**config.mk**
```make
export PLATFORM = sky130hd
export DESIGN_NAME = axis_arbiter_flat
export DESIGN_NICKNAME = d
export VERILOG_FILES = /design/src/rtl/axis_arbiter_if.sv /design/src/rtl/axis_arbiter.sv /design/src/flat_wrapper.sv
export SDC_FILE = /design/constraint.sdc
export NUM_CORES = 1
export LEC_CHECK = 0
export CORE_MARGIN = 5
export CORE_UTILIZATION = 38
export DETAILED_ROUTE_END_ITERATION = 8
export PLACE_DENSITY = 0.78
export SYNTH_ARGS = -nofsm -noshare
export SYNTH_HDL_FRONTEND = slang
export SYNTH_SLANG_ARGS = --single-unit
```
**constraint.sdc**
```tcl
create_clock -name clock -period 1.9 [get_ports clock]
set_clock_uncertainty 0.15 [all_clocks]
set_input_delay 0.57 -clock clock [delete_from_list [all_inputs] [get_ports clock]]
set_output_delay 0.57 -clock clock [all_outputs]
set_load 0.01 [all_outputs]
```
**src/rtl/axis_arbiter_if.sv**
```systemverilog
// Stream bundle between COUNT packet sources and one merged output.
// The arbiter takes the slave view; the environment driving it takes the master view.
interface axis_arbiter_if #(
   parameter int WIDTH     = 8,
   parameter int COUNT     = 4,
   parameter int SEL_WIDTH = $clog2(COUNT)
);
   logic [COUNT*WIDTH-1:0] idata;
   logic [COUNT-1:0]       ivalid;
   logic [COUNT-1:0]       ilast;
   logic [COUNT-1:0]       iready;
   logic [WIDTH-1:0]       odata;
   logic                   olast;
   logic [SEL_WIDTH-1:0]   osel;
   logic                   ovalid;
   logic                   oready;

   modport master (
      output idata, ivalid, ilast, oready,
      input  iready, odata, olast, osel, ovalid
   );

   modport slave (
      input  idata, ivalid, ilast, oready,
      output iready, odata, olast, osel, ovalid
   );
endinterface

```
**src/rtl/axis_arbiter.sv**
```systemverilog
// Round-robin packet arbiter: merges COUNT streams into one registered output stream.
// A grant is locked for a whole packet; one arbitration cycle separates packets.
module axis_arbiter #(
   parameter int WIDTH     = 8,
   parameter int COUNT     = 4,
   parameter int SEL_WIDTH = $clog2(COUNT)
) (
   input logic           clock,
   input logic           reset,
   axis_arbiter_if.slave bus
);
   typedef enum logic {IDLE, BUSY} state_t;

   state_t               state;
   logic [SEL_WIDTH-1:0] grant;
   logic [SEL_WIDTH-1:0] prio;
   logic [SEL_WIDTH:0]   pick;
   logic [WIDTH-1:0]     gdata;
   logic                 glast;
   logic                 gvalid;
   logic                 out_free;
   logic                 xfer_in;

   // Search P+1, P+2, ... so the lowest distance wins; MSB flags that any channel requested.
   function automatic logic [SEL_WIDTH:0] next_grant(input logic [SEL_WIDTH-1:0] p,
                                                      input logic [COUNT-1:0]     v);
      logic [SEL_WIDTH:0]   r;
      logic [SEL_WIDTH-1:0] idx;
      r = '0;
      for (int i = COUNT; i >= 1; i--) begin
         idx = SEL_WIDTH'((int'(p) + i) % COUNT);
         if (v[idx]) r = {1'b1, idx};
      end
      return r;
   endfunction

   always_comb begin
      gdata = '0;
      for (int k = 0; k < COUNT; k++) begin
         if (grant == SEL_WIDTH'(k)) gdata = bus.idata[k*WIDTH +: WIDTH];
      end
   end

   assign gvalid   = bus.ivalid[grant];
   assign glast    = bus.ilast[grant];
   assign out_free = !bus.ovalid || bus.oready;
   assign xfer_in  = (state == BUSY) && gvalid && out_free;
   assign pick     = next_grant(prio, bus.ivalid);

   // Ready is withheld while reset is high, since no transfer can complete at that edge.
   always_comb begin
      bus.iready = '0;
      if (!reset && state == BUSY && out_free) bus.iready[grant] = 1'b1;
   end

   always_ff @(posedge clock) begin
      if (reset) begin
         state      <= IDLE;
         prio       <= SEL_WIDTH'(COUNT - 1);
         grant      <= '0;
         bus.ovalid <= 1'b0;
         bus.olast  <= 1'b0;
         bus.osel   <= '0;
         bus.odata  <= '0;
      end else begin
         if (xfer_in) begin
            bus.odata  <= gdata;
            bus.olast  <= glast;
            bus.osel   <= grant;
            bus.ovalid <= 1'b1;
         end else if (bus.oready) begin
            bus.ovalid <= 1'b0;
         end

         unique case (state)
            IDLE: begin
               if (pick[SEL_WIDTH]) begin
                  grant <= pick[SEL_WIDTH-1:0];
                  prio  <= pick[SEL_WIDTH-1:0];
                  state <= BUSY;
               end
            end
            BUSY: begin
               if (xfer_in && glast) state <= IDLE;
            end
            default: state <= IDLE;
         endcase
      end
   end
endmodule

```
**src/flat_wrapper.sv**
```systemverilog
// flat-port wrapper written by rule: the top's interface ports become plain ports
module axis_arbiter_flat 
#(
   parameter int WIDTH     = 8,
   parameter int COUNT     = 4,
   parameter int SEL_WIDTH = $clog2(COUNT)
)
  (clock, reset, bus_idata, bus_ivalid, bus_ilast, bus_oready, bus_iready, bus_odata, bus_olast, bus_osel, bus_ovalid);
  axis_arbiter_if #(.WIDTH(WIDTH), .COUNT(COUNT), .SEL_WIDTH(SEL_WIDTH)) bus_i ();
  input logic clock;
  input logic reset;
  input wire logic [$bits(bus_i.idata)-1:0] bus_idata;
  input wire logic [$bits(bus_i.ivalid)-1:0] bus_ivalid;
  input wire logic [$bits(bus_i.ilast)-1:0] bus_ilast;
  input wire logic [$bits(bus_i.oready)-1:0] bus_oready;
  output wire logic [$bits(bus_i.iready)-1:0] bus_iready;
  output wire logic [$bits(bus_i.odata)-1:0] bus_odata;
  output wire logic [$bits(bus_i.olast)-1:0] bus_olast;
  output wire logic [$bits(bus_i.osel)-1:0] bus_osel;
  output wire logic [$bits(bus_i.ovalid)-1:0] bus_ovalid;
  assign bus_i.idata = bus_idata;
  assign bus_i.ivalid = bus_ivalid;
  assign bus_i.ilast = bus_ilast;
  assign bus_i.oready = bus_oready;
  assign bus_iready = bus_i.iready;
  assign bus_odata = bus_i.odata;
  assign bus_olast = bus_i.olast;
  assign bus_osel = bus_i.osel;
  assign bus_ovalid = bus_i.ovalid;
  axis_arbiter #(.WIDTH(WIDTH), .COUNT(COUNT), .SEL_WIDTH(SEL_WIDTH)) u_core (.clock(clock), .reset(reset), .bus(bus_i));
endmodule
```
==> run metrics <==
status complete, but fails checks; failing checks negative setup slack; number of warnings printed during yosys synthesis 0; fin crit share 103%; Net Switching 0.329 mW; #FFs+latches synth 17; core area 0.00271 mm^2; Via Count ~1100; initial antenna violation count 0; fin. max-slew vios 0; Root Buffer clkbuf_4; CTS tree yes; GPL Wtd Cong 0.742; Sequential Power Share 38.2%; share of the synthesized area in the top cell type between 30% and 40%; CP Max Fanout 4; RSZ-0062 raised after global routing yes; syn avg cell area roughly 11 um^2; DRT Pass-1 Iters 3; diodes inserted 0; GRT Overall Usage around 16%; Synth area leaders dfxtp_1, mux4_1, mux4_2, mux2i_1, nor2_1; Worst-Skew Late Latency ~290 ps; drt wl/cell between 10 and 15 um; I/O Buffers between 50 and 60; Die Height around 63 um; cts hold-fix bufs 0; Inst Count DP approximately 200; Post-Synthesis Cell Area between 0.001 and 0.0015 mm^2; Initial Util roughly 39%; Max clock buf depth 2; Clk pwr share between 10% and 20%; cell internal pwr 0.794 mW; Final setup viols 3; post-layout minimum cycle time between 1500 and 2000 ps; area delta synth->final 80.5%; TritonCTS Buffers 3; MaxCap Viol Count 0; critical path arrival roughly 1200 ps; setup ws final -57.4 ps; vias in the first global route 1150; filler cell count approximately 220; routed wire length between 3000 and 4000 um; Max transition margin approximately 80%; first-pass GRT wire length around 5400 um; Max Clk Rate ~0.5 GHz; sequential area share after synthesis 32.3%; Hold WC Path Type register to register; Peak supply drop ~470 uV; fraction of layout cells with a size suffix above 1 between 20% and 30%; Slew @ Worst Pin 300 ps; Comb pwr share about 44%; largest net degree at the start of global routing 12; die area slightly below 0.004 mm^2; Synth area leader dfxtp_1; worst slack, placed -951 ps; Antenna Nets Post-Route 0; power per cell area ~590 mW/mm^2; Congestion Overflow GR 0; DRC Markers 0; clock-pin slew on the worst setup and hold paths roughly 100 ps; startpoint types input pin; vias per cell around 5.1; final hold vios 0; Finished Layout Cells 211; DR iter-0 viols 38; syn_nets 140; # IOs between 50 and 60; Die X between 60 and 70 um; WP data required ~1200 ps; Pleak between 0.9 and 1 nW; Crit. End Element primary output; clk sink count 17; CTS HTree Levels 1; hpwl dp between 2000 and 3000 um; switch share just under 30%; Mapped Cells 97; critical path type input pin to primary output; row cnt 19; final net count 224; Synth cell types 31
-- registers in the layout, summed over array words and instances, names as in the netlist --
signal,cells
u_core.prio,2
u_core.bus.olast,1
u_core.grant,2
u_core.bus.ovalid,1
u_core.bus.osel,2
u_core.bus.odata,8
u_core.state,1
-- final cells by class --
cell class                 instances  area [um^2]  area share [%]
clock inverter                     1         5.00           0.263
tap                               31         38.8            2.04
clock buffer                       3         22.5            1.18
inverter                           3         11.3           0.592
timing repair buffer              86          810            42.6
multi-input combinational         70          668            35.1
sequential                        17          347            18.2
-- cells by family after synthesis --
family	count (synthesis)	synth area share [%]
DFF	17	32.3
buffers and inverters	10	7.36
and+or+nand+nor	33	16.4
AOI/OAI and AO/OA	17	11.3
muxes	20	32.7
-- per-stage QoR --
stage / setup TNS, ps / hold slack, ps / power [mW] / instance area, um^2 / util (%)
final: -99.9 / 354 / 1.12 / 1900 / 70.2
after global routing: -221 / 397 / 1.19 / 1900 / 70.2
after CTS: -123 / 360 / 1.11 / 1840 / 68.0
after detailed placement: -10030 / 336 / 0.905 / 1780 / 65.8
after global placement: -9220 / 326 / 0.891 / 1780 / 65.8
after floorplan: -192 / 354 / 0.674 / 1050 / -
-- routing by layer --
| layer | wire length, um | share of wire, % | up-vias | global-route usage, % |
|---|---|---|---|---|
| met4 | 0 | 0 | 0 | 3.18 |
| met3 | 248 | 7.9 | 0 | 5.40 |
| li1 | - | - | 543 | - |
| met1 | 1290 | 41 | 502 | 18.7 |
| met2 | 1590 | 51 | 41 | 29.8 |
| met5 | 0 | 0 | - | 0 |
-- synth_stat cells --
| master | count |
|---|---|
| nor4b_1 | 2 |
| a21oi_1 | 5 |
| a211o_1 | 1 |
| nand2b_1 | 2 |
| a2bb2oi_1 | 1 |
| inv_1 | 3 |
| nand2b_2 | 1 |
| and3b_1 | 1 |
| nand2_1 | 5 |
| a311o_1 | 1 |
| clkbuf_1 | 1 |
| nand4_1 | 1 |
| nor4_1 | 1 |
| clkbuf_8 | 1 |
| a21o_1 | 2 |
| o21ai_1 | 3 |
| a311oi_1 | 1 |
| o2111ai_1 | 1 |
| a221o_1 | 1 |
| buf_6 | 3 |
| nor2_1 | 15 |
| nand3_1 | 2 |
| o2bb2ai_1 | 1 |
| mux2i_1 | 10 |
| nor3b_1 | 1 |
| mux4_2 | 5 |
| dfxtp_1 | 17 |
| buf_4 | 2 |
| nor4bb_1 | 1 |
| mux4_1 | 5 |
| nand3_2 | 1 |
-- power groups by stage --
| stage | Combinational (mW) | Clock [mW] | Sequential, mW |
|---|---|---|---|
| finish | 0.499 | 0.195 | 0.429 |
| global route | 0.539 | 0.215 | 0.437 |
| CTS | 0.485 | 0.195 | 0.428 |
| detailed placement | 0.473 | 0 | 0.431 |
| global placement | 0.461 | 0 | 0.430 |
| floorplan | 0.240 | 0 | 0.434 |
-- path summary, 6_finish.rpt --
check                                   startpoint                               end  slack (ps)  cells after the start
setup reg to reg      u_core.grant[0]$_SDFFE_PP0P_   u_core.bus.osel[1]$_SDFFE_PP0P_         100                      6
hold / removal    u_core.bus.odata[4]$_SDFFE_PP0P_  u_core.bus.odata[4]$_SDFFE_PP0P_         350                      2
setup / recovery                        bus_oready                     bus_iready[2]         -60                      5
hold reg to reg   u_core.bus.odata[4]$_SDFFE_PP0P_  u_core.bus.odata[4]$_SDFFE_PP0P_         350                      2
-- critical path, cell delays in order --
cell and delay [ps]:
buf_6 70, nand2b_4 120, nand2_4 60, nor4b_2 260, buf_2 170
-- placed cells by master (no fill, tap or decap), types with 2 or more instances in the layout --
cell             synthesis  final
mux4_2                   5      5
dfxtp_2                  0      2
inv_1                    3      3
nand3_1                  2      2
buf_6                    3      2
buf_12                   0      2
a21o_1                   2      2
clkbuf_4                 0      3
mux2i_1                 10     10
o21ai_1                  3      3
mux4_1                   5      5
nor2_1                  15     15
nand2_1                  5      4
nand2b_1                 2      2
a21oi_1                  5      5
clkdlybuf4s50_1          0     36
buf_2                    0      5
buf_4                    2     25
nor4b_2                  0      2
dlygate4sd2_1            0      7
dlymetal6s2s_1           0      9
dfxtp_1                 17     14
-- timing repair --
action                                  CTS  global route
pin swaps                                 6             4
setup buffers                             2             4
gates resized for setup                  47            11
endpoints found under the setup margin   19            22
Note: power is estimated with default switching activity, not from simulation.
==> patch: new RTL, same settings <==
`COUNT` is set to 4 in 3 places; all go to 2.
--- a/src/rtl/axis_arbiter_if.sv
+++ b/src/rtl/axis_arbiter_if.sv
@@ -3,5 +3,5 @@
 interface axis_arbiter_if #(
    parameter int WIDTH     = 8,
-   parameter int COUNT     = 4,
+   parameter int COUNT     = 2,
    parameter int SEL_WIDTH = $clog2(COUNT)
 );
--- a/src/rtl/axis_arbiter.sv
+++ b/src/rtl/axis_arbiter.sv
@@ -3,5 +3,5 @@
 module axis_arbiter #(
    parameter int WIDTH     = 8,
-   parameter int COUNT     = 4,
+   parameter int COUNT     = 2,
    parameter int SEL_WIDTH = $clog2(COUNT)
 ) (
--- a/src/flat_wrapper.sv
+++ b/src/flat_wrapper.sv
@@ -3,5 +3,5 @@
 #(
    parameter int WIDTH     = 8,
-   parameter int COUNT     = 4,
+   parameter int COUNT     = 2,
    parameter int SEL_WIDTH = $clog2(COUNT)
 )
Interface: changed (5 resized); port bits go from 59 to 36. The function was not compared with the original's and may differ.
==> patch against the unedited design <==
Worst setup slack improved by 0.11 ns. Synthesized cell count decreased by 29%. Non-clock buffer count decreased by 39. Sequential cell count decreased by 3. Total power decreased by 31%. First-iteration DRC count decreased by 63%. Wire length decreased by 31%. Design area decreased by 36%. Area after synthesis decreased by 31%. Largest cell class is now multi-input gates. Highest routed layer is now met4.
==> patch: results (changes against the unedited design) <==
status=completed (was finished with violations); Routed Wire Length=2.161 mm (was 3.125 mm); Syn Nets=92 (was 140); maximum VDD drop=0.0005107 V (was 0.0004716 V); Switching Fraction=27.44% (was 29.33%); setup bufs post-CTS=0 (was 2); max incr delay on CP=0.16 ns (was 0.26 ns); pre-CTS setup slack=-0.7988 ns (was -0.9508 ns); Placed Instance Area=1167 um^2 (was 1784 um^2); routed vias/inst=5.101 (was 5.147); starting DRC count in detailed routing=14 (was 38); DR top layer=met4 (was met3); Rel. slew slack=84.11% (was 79.97%); # nets final=137 (was 224); hpwl dp=1.657 mm (was 2.573 mm); met2 wire len=1.171 mm (was 1.589 mm); port bufs=35 (was 58); Pleak=0.5763 nW (was 0.9951 nW); routability cong.=0.7396 (was 0.7423); pin count of the biggest net entering global routing=16 (was 12); DR pass1 iterations=4 (was 3); Worst Path Max Fanout=2 (was 4); mux cell area share after synthesis=17.35% (was 32.66%); WL met3=130 um (was 248 um); post-route insts no fill=138 (was 211); Synth area leaders=dfxtp_1 (38%), a211oi_2 (15%), mux2i_1 (14%) (was dfxtp_1 (32%), mux4_1 (12%), mux4_2 (11%)); first-pass GRT wire length=3.284 mm (was 5.409 mm); Total GRT Usage=15.77% (was 16.44%); Yosys cell types=20 (was 31); WL met1=833 um (was 1.288 mm); vias in the first global route=768 (was 1150); slowest library cell on the worst path=buf_2 (was nor4b_2)
-- patch: cell count changes in the layout (fill, tap and decap cells not counted), moves of 8 or more --
cell             before  now
nor2_1               15    1
clkdlybuf4s50_1      36   20
a31oi_1               0    8
a211oi_2              0    9
buf_4                25   12
-- patch: kinds of logic after synthesis --
logic type,Yosys count
muxes,12
DFF,14
AOI/OAI and AO/OA,20
buffers and inverters,8
and+or+nand+nor,15
-- patch: worst register-to-register path, cell delays in order (launching register included) --
cell	delay, ns
dfxtp_1	0.46
buf_4	0.18
mux2_4	0.31
buf_4	0.16
a31oi_1	0.24
a211oi_2	0.07
-- patch: final timing paths --
path                         from                   to  slack [ns]  depth (start not counted)
setup reg to reg     u_core.grant  u_core.bus.odata[4]        0.21                          5
hold / removal    u_core.bus.osel      u_core.bus.osel        0.32                          2
setup / recovery       bus_oready        bus_iready[1]        0.06                          5
hold reg to reg   u_core.bus.osel      u_core.bus.osel        0.32                          2
-- patch: layer usage --
metal | vias to the layer above | track usage (%)
li1 | 346 | -
met5 | - | 0
met3 | 2 | 1.939
met2 | 24 | 31.65
met4 | 0 | 8.511
met1 | 332 | 15.05
-- patch: area by class of cell --
type	count	area [um^2]	share of cell area, %
multi-input cells	47	432.9	35.52
well taps	25	31.28	2.567
inverters	1	3.754	0.3080
repair buffers	47	432.9	35.52
flip-flops and latches	14	281.5	23.10
clock buffers	4	36.28	2.977
-- patch: timing repair --
| action | CTS | global route |
|---|---|---|
| resized for setup | 21 | 9 |
| setup endpoints to repair | 6 | 9 |
| pin swaps | 3 | 0 |
| cloned | 0 | 0 |
-- patch: power groups by stage --
stage	Clock, mW	Combinational (mW)	Sequential [mW]
after floorplan	0	0.111	0.343
after global placement	0	0.227	0.335
after detailed placement	0	0.234	0.337
after CTS	0.219	0.231	0.332
after global routing	0.236	0.246	0.335
final	0.215	0.228	0.332
